--- src/rtl/fft_pkg.sv ---
// Shared constants and types for the MDC FFT stages.
package fft_pkg;

  localparam int FFT_WIDTH = 9;
  localparam int FFT_TW_W  = 9;
  localparam int FFT_DEPTH = 4;

  // Q1.7 twiddles: 128 represents 1.0, so products are rescaled by >>7.
  localparam int TW_SHIFT = 7;

  // W8^k for k = 0..3.
  localparam logic signed [FFT_TW_W-1:0] TW_RE [4] = '{9'sd128, 9'sd91, 9'sd0, -9'sd91};
  localparam logic signed [FFT_TW_W-1:0] TW_IM [4] = '{9'sd0, -9'sd91, -9'sd128, -9'sd91};

  // Commutator routing selected by the top bit of the sample counter.
  typedef enum logic {
    COM_PASS = 1'b0,
    COM_SWAP = 1'b1
  } com_mode_e;

endpackage

--- src/rtl/fft_delay_line.sv ---
// Enable-gated complex shift register; output is the input from DEPTH enables ago.
module fft_delay_line #(
  parameter int DEPTH = 4,
  parameter int WIDTH = 9
) (
  input  logic                    clk,
  input  logic                    rst_n,
  input  logic                    en,
  input  logic signed [WIDTH-1:0] in_re,
  input  logic signed [WIDTH-1:0] in_im,
  output logic signed [WIDTH-1:0] out_re,
  output logic signed [WIDTH-1:0] out_im
);

  logic signed [WIDTH-1:0] re_q [DEPTH];
  logic signed [WIDTH-1:0] im_q [DEPTH];
  logic signed [WIDTH-1:0] re_d [DEPTH];
  logic signed [WIDTH-1:0] im_d [DEPTH];

  // Shift one tap per enable, otherwise hold.
  always_comb begin
    re_d = re_q;
    im_d = im_q;
    if (en) begin
      re_d[0] = in_re;
      im_d[0] = in_im;
      for (int unsigned i = 1; i < DEPTH; i++) begin
        re_d[i] = re_q[i-1];
        im_d[i] = im_q[i-1];
      end
    end
  end

  // Tap registers with asynchronous clear.
  always_ff @(posedge clk or negedge rst_n) begin
    if (!rst_n) begin
      for (int unsigned i = 0; i < DEPTH; i++) begin
        re_q[i] <= '0;
        im_q[i] <= '0;
      end
    end else begin
      re_q <= re_d;
      im_q <= im_d;
    end
  end

  assign out_re = re_q[DEPTH-1];
  assign out_im = im_q[DEPTH-1];

endmodule

--- src/rtl/fft_state3.sv ---
// Third radix-2 DIF stage of the 32-point MDC FFT: lower delay, commutator,
// upper delay, butterfly and W8 twiddle on the lower branch, registered output.
module fft_state3
  import fft_pkg::*;
#(
  parameter int WIDTH = FFT_WIDTH,
  parameter int TW_W  = FFT_TW_W,
  parameter int DEPTH = FFT_DEPTH
) (
  input  logic                    clk,
  input  logic                    rst_n,
  input  logic                    in_valid,
  input  logic signed [WIDTH-1:0] in_up_re,
  input  logic signed [WIDTH-1:0] in_up_im,
  input  logic signed [WIDTH-1:0] in_l_re,
  input  logic signed [WIDTH-1:0] in_l_im,
  output logic                    out_valid,
  output logic signed [WIDTH-1:0] out_up_re,
  output logic signed [WIDTH-1:0] out_up_im,
  output logic signed [WIDTH-1:0] out_l_re,
  output logic signed [WIDTH-1:0] out_l_im
);

  localparam int PW = WIDTH + 1 + TW_W;
  localparam logic [3:0] FILL_DONE = 4'd8;

  logic [2:0] cnt_q, cnt_d;
  logic [3:0] fill_q, fill_d;
  logic       out_valid_q, out_valid_d;
  logic signed [WIDTH-1:0] out_up_re_q, out_up_im_q, out_l_re_q, out_l_im_q;
  logic signed [WIDTH-1:0] out_up_re_d, out_up_im_d, out_l_re_d, out_l_im_d;

  com_mode_e  mode;
  logic [1:0] tw;

  logic signed [WIDTH-1:0] l_d_re, l_d_im, u_d_re, u_d_im;
  logic signed [WIDTH-1:0] com_up_re, com_up_im, com_l_re, com_l_im;
  logic signed [WIDTH:0]   sum_re, sum_im, diff_re, diff_im;
  logic signed [TW_W-1:0]  w_re, w_im;
  logic signed [PW-1:0]    p_rr, p_ii, p_ri, p_ir, prod_re, prod_im;
  logic                    unused_bits;

  assign mode = com_mode_e'(cnt_q[2]);
  assign tw   = cnt_q[1:0];

  fft_delay_line #(.DEPTH(DEPTH), .WIDTH(WIDTH)) u_l_dly (
    .clk    (clk),
    .rst_n  (rst_n),
    .en     (in_valid),
    .in_re  (in_l_re),
    .in_im  (in_l_im),
    .out_re (l_d_re),
    .out_im (l_d_im)
  );

  fft_delay_line #(.DEPTH(DEPTH), .WIDTH(WIDTH)) u_u_dly (
    .clk    (clk),
    .rst_n  (rst_n),
    .en     (in_valid),
    .in_re  (com_up_re),
    .in_im  (com_up_im),
    .out_re (u_d_re),
    .out_im (u_d_im)
  );

  // Commutator: route new upper sample or delayed lower sample into the upper delay.
  always_comb begin
    com_up_re = in_up_re;
    com_up_im = in_up_im;
    com_l_re  = l_d_re;
    com_l_im  = l_d_im;
    if (mode == COM_SWAP) begin
      com_up_re = l_d_re;
      com_up_im = l_d_im;
      com_l_re  = in_up_re;
      com_l_im  = in_up_im;
    end
  end

  // Butterfly at WIDTH+1 bits, then full-width complex multiply of diff by W8^tw.
  always_comb begin
    sum_re  = {u_d_re[WIDTH-1], u_d_re} + {com_l_re[WIDTH-1], com_l_re};
    sum_im  = {u_d_im[WIDTH-1], u_d_im} + {com_l_im[WIDTH-1], com_l_im};
    diff_re = {u_d_re[WIDTH-1], u_d_re} - {com_l_re[WIDTH-1], com_l_re};
    diff_im = {u_d_im[WIDTH-1], u_d_im} - {com_l_im[WIDTH-1], com_l_im};
    w_re    = TW_RE[tw];
    w_im    = TW_IM[tw];
    p_rr    = diff_re * w_re;
    p_ii    = diff_im * w_im;
    p_ri    = diff_re * w_im;
    p_ir    = diff_im * w_re;
    prod_re = p_rr - p_ii;
    prod_im = p_ri + p_ir;
  end

  // Next-state: counters and output registers advance only on accept.
  always_comb begin
    cnt_d       = cnt_q;
    fill_d      = fill_q;
    out_valid_d = 1'b0;
    out_up_re_d = out_up_re_q;
    out_up_im_d = out_up_im_q;
    out_l_re_d  = out_l_re_q;
    out_l_im_d  = out_l_im_q;
    if (in_valid) begin
      cnt_d       = cnt_q + 3'd1;
      fill_d      = (fill_q == FILL_DONE) ? fill_q : fill_q + 4'd1;
      out_valid_d = (fill_q == FILL_DONE);
      out_up_re_d = sum_re[WIDTH-1:0];
      out_up_im_d = sum_im[WIDTH-1:0];
      out_l_re_d  = prod_re[WIDTH+TW_SHIFT-1:TW_SHIFT];
      out_l_im_d  = prod_im[WIDTH+TW_SHIFT-1:TW_SHIFT];
    end
  end

  // State and output registers with asynchronous clear.
  always_ff @(posedge clk or negedge rst_n) begin
    if (!rst_n) begin
      cnt_q       <= '0;
      fill_q      <= '0;
      out_valid_q <= 1'b0;
      out_up_re_q <= '0;
      out_up_im_q <= '0;
      out_l_re_q  <= '0;
      out_l_im_q  <= '0;
    end else begin
      cnt_q       <= cnt_d;
      fill_q      <= fill_d;
      out_valid_q <= out_valid_d;
      out_up_re_q <= out_up_re_d;
      out_up_im_q <= out_up_im_d;
      out_l_re_q  <= out_l_re_d;
      out_l_im_q  <= out_l_im_d;
    end
  end

  // Discarded bits: butterfly carry and product bits outside the output window.
  assign unused_bits = ^{sum_re[WIDTH], sum_im[WIDTH],
                         prod_re[PW-1:WIDTH+TW_SHIFT], prod_re[TW_SHIFT-1:0],
                         prod_im[PW-1:WIDTH+TW_SHIFT], prod_im[TW_SHIFT-1:0]};

  assign out_valid = out_valid_q;
  assign out_up_re = out_up_re_q;
  assign out_up_im = out_up_im_q;
  assign out_l_re  = out_l_re_q;
  assign out_l_im  = out_l_im_q;

endmodule

--- config.mk ---
export PLATFORM = sky130hd
export DESIGN_NAME = fft_state3
export DESIGN_NICKNAME = d
export VERILOG_FILES = /design/src/rtl/fft_pkg.sv /design/src/rtl/fft_delay_line.sv /design/src/rtl/fft_state3.sv
export SDC_FILE = /design/constraint.sdc
export NUM_CORES = 1
export LEC_CHECK = 0
export CORE_ASPECT_RATIO = 0.6
export CORE_MARGIN = 2
export CORE_UTILIZATION = 40
export CTS_BUF_LIST = sky130_fd_sc_hd__clkbuf_8 sky130_fd_sc_hd__clkbuf_16
export CTS_CLUSTER_DIAMETER = 80
export DETAILED_ROUTE_END_ITERATION = 12
export PLACE_DENSITY_LB_ADDON = 0.2
export SLEW_MARGIN = 20
export SYNTH_ARGS = -nofsm -noshare
export SYNTH_HDL_FRONTEND = slang
export SYNTH_SLANG_ARGS = --single-unit
export TNS_END_PERCENT = 50
--- constraint.sdc ---
create_clock -name clk -period 9 [get_ports clk]
set_input_delay 2.7 -clock clk [delete_from_list [all_inputs] [get_ports clk]]
set_output_delay 2.7 -clock clk [all_outputs]
set_load 0.05 [all_outputs]
== Word level (Yosys, flattened, before mapping) ==
Index checks and enable logic that the tools add are counted.
Word-level totals
  register bits: 188
  latch bits: 0
  bits in writable memories: 0
  memory bits (read-only): 0
  input port bits: 39
  output and inout port bits: 37
  word-level logic and storage cells: 51
  memories: 0
Operators by class
  add/subtract/negate cells: 8
  multiply operators: 4
  divide/modulo/power cells: 0
  magnitude comparators: 1
  eq/ne operators: 1
  shift-type cells: 0
  multiplexer cells: 11
  bitwise logic cells: 2
  reductions and logical operators: 1
Operator list (count)
  9-bit two-way mux: 8
  10-bit by 9-bit multiplier with 16-bit output: 4
  9-bit binary-select mux with 2-bit select: 2
  9-bit by 9-bit subtractor with 10-bit output: 2
  9-bit adder: 2
  16-bit adder: 1
  16-bit subtractor: 1
  4-bit by 1-bit adder with 4-bit output (second input constant): 1
  4-bit == test (second input constant): 1
  3-bit by 1-bit adder with 3-bit output (second input constant): 1
  3-bit greater-or-equal comparator (second input constant): 1
  2-bit inverter with 3-bit output: 1
  2-bit AND reduction: 1
  1-bit two-way mux: 1
  1-bit inverter: 1

== Depth between registers and ports, before layout ==
  word-level depth: 6
  mapped depth: 32
  depth with buffers taken out: 30

== Modules after synthesis ==
From an unflattened synthesis, not the netlist that was laid out.
Second synthesis, totals
  cell total of the unflattened synthesis: 1633
  area, all modules: 18695.4 µm²
By module, submodules not included
  fft_state3: times used 1, cells an instance 1293, area an instance 12371.9 µm², seq. area each 1101.1 µm²
  fft_delay_line: times used 2, cells an instance 170, area an instance 3161.8 µm², seq. area each 1801.7 µm²

== Least setup slack after synthesis ==
OpenSTA, ideal clock, no wires.
  path type: in2reg
  from: input in_up_im[0]
  to: register out_l_im_q[7], in the netlist out_l_im[7]
  library setup time: 125 ps
  arrival time: 9638 ps
  required time: 8875 ps
  slack: -763 ps
  stages: 28
  buffers on the path: 0
  path through: mux2_2 > ha_1 > fa_1 > nor2b_4 > o2111a_1 > nor3_1 > xnor2_1 > nand2_1 > fa_1 > inv_1 > fa_1 > inv_1 > fa_1 > inv_1 > fa_1 > fa_1 > inv_1 > fa_1 > inv_1 > ha_1 > ha_1 > a31o_2 > a21oi_1 > a21oi_1 > o41ai_1 > o21bai_1 > xor2_1 > mux2_2
On the way
  cells in the longest elaborated chain, start to end: 4
Ends and longest elaborated chain
  from (decl): line fft_state3.sv:14  | input logic signed [WIDTH-1:0] in_up_im,
  9-bit two-way mux: line fft_state3.sv:72  | if (mode == COM_SWAP) begin
  9-bit by 9-bit subtractor with 10-bit output: line fft_state3.sv:85  | diff_im = {u_d_im[WIDTH-1], u_d_im} - {com_l_im[WIDTH-1], com_l_im};
  10-bit by 9-bit multiplier with 16-bit output: line fft_state3.sv:91  | p_ir = diff_im * w_re;
  16-bit adder: line fft_state3.sv:93  | prod_im = p_ri + p_ir;
  to (signal assigned): line fft_state3.sv:133  | out_l_im_q <= out_l_im_d;
  to (decl): line fft_state3.sv:30  | logic signed [WIDTH-1:0] out_up_re_q, out_up_im_q, out_l_re_q, out_l_im_q;
Every way passes these cells.
A chain may end at the register's enable or synchronous reset.

== Worst setup path after layout ==
  from: input in_up_re[0]
  to: register out_l_re_q[8], in the netlist out_l_re[8]
On the way
  cells in the longest elaborated chain, start to end: 4
Ends and longest elaborated chain
  from (decl): line fft_state3.sv:13  | input logic signed [WIDTH-1:0] in_up_re,
  9-bit two-way mux: line fft_state3.sv:72
  9-bit by 9-bit subtractor with 10-bit output: line fft_state3.sv:84  | diff_re = {u_d_re[WIDTH-1], u_d_re} - {com_l_re[WIDTH-1], com_l_re};
  10-bit by 9-bit multiplier with 16-bit output: line fft_state3.sv:88  | p_rr = diff_re * w_re;
  16-bit subtractor: line fft_state3.sv:92  | prod_re = p_rr - p_ii;
  to (signal assigned): line fft_state3.sv:132  | out_l_re_q <= out_l_re_d;
  to (decl): line fft_state3.sv:30
Every way passes these cells.

==> results.json <==
{
  "clockRootBuffer": "clkbuf_16",
  "hold_path.class": "reg -> reg",
  "synth-seq-cells": 188,
  "drt_iter0_drc": 635,
  "hpwl_um": 33500,
  "die_w_um": 272,
  "layout_commonest_cell": "inv_1",
  "grt_usage_pct": 20.5,
  "start_util_pct": 40.8,
  "coreArea_um2": 42200,
  "via_per_inst": 4.82,
  "io_buffers": 75,
  "top_layer": "met4",
  "cts_tree": "built",
  "wl_met2_um": 17700,
  "worstMarginPinSlew_ns": 0.973,
  "cts_hold_buf": 0,
  "ys_seq_area_share_pct": 27.3,
  "synth_flop_cell": "dfrtp_1",
  "dr.pass1.iters": 4,
  "min_path_cells": 1,
  "layout_common_cells": "inv_1 (293), buf_4 (274), fa_1 (195)",
  "htreeDepth": 4,
  "cts_buffers": 17,
  "slowest_delay_ns": 0.56,
  "critical-path-top-delay-family": "adder cells",
  "rr_startpoint": "cnt_q[2]",
  "ant_nets": 0,
  "fin_crit_sh_pct": 105,
  "gp_congestion": 0.925,
  "fin_ws_ns": -0.445,
  "finClkSkew_ns": 0.0242,
  "rsz0062_at_grt": "yes",
  "drive_gt1_share_pct": 31.9,
  "die_area_um2": 44900,
  "placed_area_um2": 20300,
  "grt_max_degree": 136,
  "holdPathEnd": "u_u_dly.re_q[17]",
  "reg2reg_to": "out_up_im[7]",
  "fin_crit_ns": 9.45,
  "antennaDiodeCount": 0,
  "critPathSlowestCell": "fa_1",
  "area_delta_synth_final_pct": 28.4,
  "timing.critical_path.mode_cell": "fa_1",
  "io_pins": 76,
  "arrival_ns": 9.76,
  "nets": 2342,
  "slew_violations": 0,
  "setup_tns_ns": -3.08,
  "syn_inst": 1569,
  "start_kind": "input pin",
  "clkSlewWorstSetupHoldPaths_ns": 0.09,
  "dr_total_vias": 11989,
  "avgSynthCellArea_um2": 11.0,
  "cts_sinks": 188,
  "syn_nets": 2007,
  "pre_cts_slack_ns": -1.51,
  "rr_worst_depth": 57,
  "r2r_setup_slack_ns": 0.95,
  "yosys_warnings": 0,
  "relSlewSlack_pct": 35.1,
  "crit_path_max_fanout": 3,
  "async_reset_ff_share_pct": 100,
  "min-delay-start": "u_u_dly.re_q[26]",
  "first_global_vias": 12949,
  "std_cell_rows": 58,
  "status": "finished, violations left",
  "drt-wirelength-per-cell_um": 17.2,
  "grt_pass1_wl_um": 70500,
  "synth-edff-count": 0,
  "finalSetupViolations": 15,
  "timing_hold_violations_final": 0,
  "insertion_delay_ns": 0.45,
  "route.met3.wl_um": 3220,
  "violations": "negative setup slack",
  "cap_violations": 0,
  "drt_wl_total_um": 42800,
  "design_area_um2": 22200,
  "antenna_found_initial": 0,
  "mappedNetlistArea_um2": 17300,
  "drc_errors": 0,
  "crit_buf_inv": 5,
  "n_fill_cell": 3713,
  "worstPathRequired_ns": 9.32,
  "max_freq_ghz": 0.106,
  "die_y_um": 165,
  "clockBufferDepth": 2,
  "end_kind": "flip-flop",
  "yosys.cell_types.count": 53,
  "overflow": 0,
  "critPathKind": "in -> reg",
  "wl_met1_um": 21500
}
[cell usage after synthesis (30+ instances only)]
| master | n | area (um2) |
|---|---|---|
| dfrtp_1 | 188 | 4700 |
| fa_1 | 212 | 4240 |
| nor2b_1 | 30 | 188 |
| mux2i_1 | 39 | 390 |
| xnor2_1 | 56 | 490 |
| nor2_1 | 87 | 327 |
| ha_1 | 187 | 2340 |
| inv_1 | 306 | 1150 |
| clkbuf_1 | 39 | 146 |
| a21oi_1 | 60 | 300 |
| mux2_2 | 138 | 1550 |
| nand2_1 | 57 | 214 |
[worst max-delay path by stage]
stage                            from           to  cells past startpoint
after floorplan           in_up_im[2]  out_l_re[8]                     27
after global placement    in_up_re[2]  out_l_re[8]                     29
after detailed placement  in_up_re[2]  out_l_re[8]                     27
after CTS                 in_up_re[0]  out_l_re[8]                     29
after global routing      in_up_re[0]  out_l_re[8]                     29
final                     in_up_re[0]  out_l_re[8]                     29
[state kept, by name, indices dropped and copies added (netlist names), 4 cells and up]
register and flops:
out_up_re 9, u_l_dly.out_re 9, u_u_dly.out_re 9, u_u_dly.out_im 9, out_l_re 9, fill_q 4
out_up_im 9, u_u_dly.im_q 27, u_l_dly.out_im 9, u_l_dly.re_q 27, u_l_dly.im_q 27, out_l_im 9
u_u_dly.re_q 27
[final cells by class]
type,count,area (um2),share of cell area [%]
multi-input cells,1025,12000,54.1
flip-flops and latches,188,4710,21.2
repair buffers,366,3020,13.6
inverters,306,1150,5.18
well taps,570,713,3.22
clock buffers,18,439,1.98
clock inverters,14,148,0.666
[what timing repair did]
action	in CTS	in global routing
setup endpoints to repair	17	19
setup buffers	76	14
gates resized for setup	132	46
pin swaps	97	55
cloned	0	0
[logic make-up after synthesis]
logic type	Yosys count	synth area share [%]
compound gates	117	4.13
xor+xnor	75	4.13
fa+ha+maj	399	38.2
buf+inv	356	7.82
flops	188	27.3
mux	177	11.3
simple gates	257	7.22
[metal layers]
metal	GRT usage, %	vias up
li1	-	5637
met1	30.6	6068
met2	29.6	256
met3	6.09	28
met4	3.35	0
met5	0	-
[metrics by stage]
step	hold slack (ns)	util [%]	std cells
after floorplan	0.445	-	1569
after global placement	0.469	48.0	2365
after detailed placement	0.484	48.0	2365
after CTS	0.493	51.8	2473
after global routing	0.502	52.5	2487
final	0.492	52.5	2487
Power is not shown: default switching activity piles up to over one toggle a cycle in this logic, so the estimate is an artifact.
